`src/rtl/core_rf_wb_arbiter.sv`:
```
// rtl/core_rf_wb_arbiter.sv - round-robin arbiter for the shared register-file write port
module core_rf_wb_arbiter #(
    parameter int N_REQ = 3,
    parameter int XLEW  = 64,
    parameter int AW    = 5,
    parameter int CNT_W = 32
) (
    input  logic                       i_wba_clk,
    input  logic                       i_wba_rst_n,
    input  logic [N_REQ-1:0]           i_wba_req_valid,
    output logic [N_REQ-1:0]           o_wba_req_ready,
    input  logic [N_REQ*AW-1:0]        i_wba_req_addr,
    input  logic [N_REQ*XLEW-1:0]      i_wba_req_data,
    input  logic                       i_wba_stall,
    output logic                       o_wba_we3,
    output logic [AW-1:0]              o_wba_a3,
    output logic [XLEW-1:0]            o_wba_wd3,
    output logic [$clog2(N_REQ)-1:0]   o_wba_grant_id,
    output logic [CNT_W-1:0]           o_wba_wr_cnt
);

    localparam int IW = $clog2(N_REQ);

    logic [IW-1:0]   rr_ptr;
    logic            found;
    logic [IW-1:0]   grant_idx;
    logic [IW-1:0]   next_ptr;
    logic [AW-1:0]   sel_addr;
    logic [XLEW-1:0] sel_data;
    logic            xfer;
    int              j;

    // Search upward from rr_ptr with wrap; the first valid requester wins.
    always_comb begin
        found     = 1'b0;
        grant_idx = '0;
        next_ptr  = '0;
        sel_addr  = '0;
        sel_data  = '0;
        j         = 0;
        for (int i = 0; i < N_REQ; i++) begin
            j = int'(rr_ptr) + i;
            if (j >= N_REQ) begin
                j = j - N_REQ;
            end
            if (!found && i_wba_req_valid[j]) begin
                found     = 1'b1;
                grant_idx = IW'(j);
                next_ptr  = (j == N_REQ - 1) ? '0 : IW'(j + 1);
                sel_addr  = i_wba_req_addr[j*AW +: AW];
                sel_data  = i_wba_req_data[j*XLEW +: XLEW];
            end
        end
    end

    assign xfer            = found & ~i_wba_stall & i_wba_rst_n;
    assign o_wba_req_ready = xfer ? (N_REQ'(1) << grant_idx) : '0;

    // Writes to x0 are handshaken and rotate the pointer but never reach the RF.
    always_ff @(posedge i_wba_clk or negedge i_wba_rst_n) begin
        if (!i_wba_rst_n) begin
            o_wba_we3      <= 1'b0;
            o_wba_a3       <= '0;
            o_wba_wd3      <= '0;
            o_wba_grant_id <= '0;
            o_wba_wr_cnt   <= '0;
            rr_ptr         <= '0;
        end else if (xfer) begin
            o_wba_a3       <= sel_addr;
            o_wba_wd3      <= sel_data;
            o_wba_grant_id <= grant_idx;
            o_wba_we3      <= (sel_addr != '0);
            rr_ptr         <= next_ptr;
            if (sel_addr != '0) begin
                o_wba_wr_cnt <= o_wba_wr_cnt + CNT_W'(1);
            end
        end else begin
            o_wba_we3 <= 1'b0;
        end
    end

endmodule

```
`config.mk`:
```
export PLATFORM = sky130hd
export DESIGN_NAME = core_rf_wb_arbiter
export DESIGN_NICKNAME = d
export VERILOG_FILES = /design/src/rtl/core_rf_wb_arbiter.sv
export SDC_FILE = /design/constraint.sdc
export NUM_CORES = 1
export LEC_CHECK = 0
export BUFFER_PORTS_ARGS = -buffer_cell sky130_fd_sc_hd__buf_2
export CORE_ASPECT_RATIO = 0.6
export CORE_UTILIZATION = 30
export DETAILED_ROUTE_END_ITERATION = 12
export MAX_ROUTING_LAYER = met4
export PLACE_DENSITY = 0.63
export SYNTH_ARGS = -nofsm -noshare
export SYNTH_HDL_FRONTEND = slang
export SYNTH_SLANG_ARGS = --single-unit
```
`constraint.sdc`:
```
create_clock -name i_wba_clk -period 3.79 [get_ports i_wba_clk]
set_input_delay 0.5685 -clock i_wba_clk [delete_from_list [all_inputs] [get_ports i_wba_clk]]
set_output_delay 0.5685 -clock i_wba_clk [all_outputs]
set_load 0.01 [all_outputs]
```
==> results by group <==
Timing
  – Crit path time final: around 3.6 ns
  – Worst-Margin Slew: approximately 1.1 ns
  – Hold WS: roughly 0.33 ns
  – TNS Setup: 0 ns
  – Slew margin rel.: between 20% and 30%
  – Final Hold Violating Endpoints: 0
  – Max frequency: approximately 0.28 GHz
  – Final worst path period share: between 90 and 100%
  – Endpoints failing setup: 0
  – Fin worst setup slack: about 0.22 ns
  – Final Max Slew Viols: 0
  – Skew final: approximately 0.009 ns

CTS
  – Clock Path Buffers: 2
  – Worst-path clk slew: roughly 0.090 ns
  – CTS buffer count: 9
  – CTS Sinks: 106
  – CTS root buf: clkbuf_16
  – H-Tree Level Count: 3
  – # Post-CTS Setup Buffers: 0
  – Clk_lat worst skew: 0.38 ns
  – CTS tree: built

Floorplan
  – Die X: approximately 240 um
  – Die height: 143 um
  – # IOs: 320
  – Num rows: 51
  – Placeable Area: 32400 um2
  – Initial Util: a little under a third
  – Die area: around 34000 um2

Critical path
  – Setup CP Type: flop to flop
  – Worst R2R Path Depth: 14
  – Crit path capture type: flop
  – Crit path largest cell delay: around 0.49 ns
  – Worst R2R Start: rr_ptr[1]$_DFFE_PN0P_
  – Worst path slowest cell: dfrtp_1
  – R2R Path End: o_wba_wr_cnt[16]$_DFFE_PN0P_
  – Critical path peak fanout: 30
  – Crit path launch type: flop
  – Buf/Inv on CP: 2
  – Crit path DAT: approximately 3.9 ns
  – R2R Setup Slk: 0.22 ns
  – Data required time at the worst endpoint: 4.10 ns
  – Crit-path leading delay family: simple AND/OR/NAND/NOR gates
  – CP Cell Sequence: inv_1 > ha_4 > nor2b_1 > nand2_1 > fa_1 > xor2_2 > nor3b_1 > o21a_1 > o21ai_0 > o21a_1 > and3_1 > buf_12 > nor4_2 > xor2_1
  – Crit path from: rr_ptr[1]$_DFFE_PN0P_
  – Cell mode on critical path: o21a_1

Global routing
  – Vias in the first global route: roughly 11000
  – GRT Util Overall: 21.7%
  – Global-route wire length before repair: between 50000 and 60000 um
  – Largest net degree at the start of global routing: just over 80
  – Grt total ovfl: 0
  – Antenna violations before repair: 5

Run status
  – Status: complete, no violations

Pwr
  – Power Total: 11.2 mW
  – LEAKAGE: between 5 and 6 nW
  – Pwr Density: 921 nW/um2
  – VDD IR-drop max: 0.811 mV

Synthesis
  – Netlist Area Pre-Place: 9900 um2
  – Top FF cell, synth: dfrtp_1
  – EDFF count, synth: 0
  – Seq/Total Area, Yosys: ~27%
  – FF+latch count, synth: around 110
  – Synth Area per Inst: approximately 7.5 um2
  – Cells after Synth: around 1300
  – Syn nets: approximately 1500
  – Distinct cells, synth: 58
  – Asr flop ratio synth: between 90% and 100%
  – Yosys Warn Count: 0

Placed design
  – Dpl ws: ~0.17 ns
  – Number of instances in the placed design: 1972
  – Final RePlAce weighted congestion: 0.929
  – Hpwl dp: 24800 um
  – Port Buffer Count: roughly 320

Finish
  – Share of cells above drive strength 1: between 20% and 30%
  – Area Growth Syn to Fin: 23.1%
  – Layout net count: 1782
  – Non-filler cells, final: ~2000

Routing
  – Number of iterations in the first detailed-routing pass: 5
  – Met1 wire length: ~17000 um
  – Initial DRC Count: 802
  – Antenna-violating nets left: 0
  – Routed length on met3: between 3000 and 4000 um
  – Met2 wire length: between 15000 and 20000 um
  – Via count: 10900
  – Via density: about 5.5
  – Wirelength, routed: ~36000 um
  – DRC: 0
  – Routed wire length per instance: 18.2 um
  – Top Metal Used: met4

Flow run
  – Max-Cap Viols: 0

Worst hold path
  – Hold Crit Class: input pin to async pin
## metal layers
layer	up-vias	track usage [%]
met5	-	-
met4	0	6.19
met3	34	5.86
met2	476	32.7
met1	5216	28.5
li1	5209	-
## sequential cells by signal (all words and copies together) (netlist names)
| signal | cells |
|---|---|
| o_wba_wd3 | 64 |
| o_wba_grant_id | 2 |
| o_wba_we3 | 1 |
| rr_ptr | 2 |
| o_wba_wr_cnt | 32 |
| o_wba_a3 | 5 |
## power breakdown
group | total [mW] | internal [mW] | switching, mW
Clock | 1.08 | 0.534 | 0.543
Combinational | 8.27 | 3.26 | 5.01
Sequential | 1.87 | 1.57 | 0.301
## cells in the mapped netlist (8+ instances only)
library cell / number / area [um2]
a21oi_1: 263 / 1320
nor2_1: 222 / 833
mux2i_1: 207 / 2070
dfrtp_1: 106 / 2650
nand2_1: 95 / 357
clkbuf_1: 78 / 293
o21ai_0: 69 / 345
o22ai_1: 66 / 413
xor2_1: 31 / 272
buf_1: 27 / 101
nand3_1: 16 / 80.1
nor4_2: 16 / 200
nor3_1: 11 / 55.1
inv_1: 10 / 37.5
ha_1: 9 / 113
a2bb2oi_1: 8 / 70.1
buf_2: 8 / 40.0
## kinds of logic after synthesis
group           synth area share (%)
xor+xnor                        2.83
compound gates                  23.9
other cells                   0.0759
flops                           26.8
mux                             21.4
fa+ha+maj                       1.45
simple gates                    18.2
buf+inv                         5.30
## how the worst max path moves through the flow
stage,depth (start not counted),end,slack [ns]
after floorplan,19,o_wba_wr_cnt[11]$_DFFE_PN0P_,0.03
after global placement,15,o_wba_wr_cnt[15]$_DFFE_PN0P_,0.32
after detailed placement,15,o_wba_wr_cnt[31]$_DFFE_PN0P_,0.17
after CTS,15,o_wba_wr_cnt[30]$_DFFE_PN0P_,0.14
after global routing,14,o_wba_wr_cnt[30]$_DFFE_PN0P_,-0.01
final,14,o_wba_wr_cnt[16]$_DFFE_PN0P_,0.22
## per-stage QoR
step	utilization [%]	area [um2]
finish	37.6	12200
global route	37.6	12200
CTS	37.5	12100
detailed placement	36.5	11800
global placement	36.5	11800
floorplan	-	9900
## what timing repair did
item,CTS,global route
endpoints found under the setup margin,0,28
hold buffers,0,0
gates resized for setup,0,6
## layout make-up
| class | count | area, um2 |
|---|---|---|
| Clock buffer | 9 | 225 |
| Timing Repair Buffer | 348 | 1840 |
| Sequential cell | 106 | 2650 |
| Fill cell | 3338 | 20200 |
| Antenna cell | 6 | 15.0 |
| Inverter | 11 | 41.3 |
| Multi-Input combinational cell | 1083 | 6780 |
| Tap cell | 424 | 531 |
| Clock inverter | 7 | 93.8 |
## cell usage in the layout (no fill, tap or decap), types with 3 or more instances in the layout
cell       netlist  layout
a21oi_1        263     263
a221o_1          3       3
a2bb2oi_1        8       8
and3_1           3       3
buf_2            8     318
buf_4            2      27
clkbuf_16        0       9
dfrtp_1        106     105
diode_2          0       6
ha_1             9       6
ha_4             0       3
inv_1           10       9
mux2i_1        207     207
nand2_1         95      94
nand2b_1         4       3
nand3_1         16      16
nand4_1          4       4
nor2_1         222     222
nor2b_1          4       3
nor3_1          11      10
nor4_2          16      16
nor4b_2          3       3
o21ai_0         69      69
o21ai_1          7       7
o22ai_1         66      66
xor2_1          31      30
(Power assumes the default switching activity.)
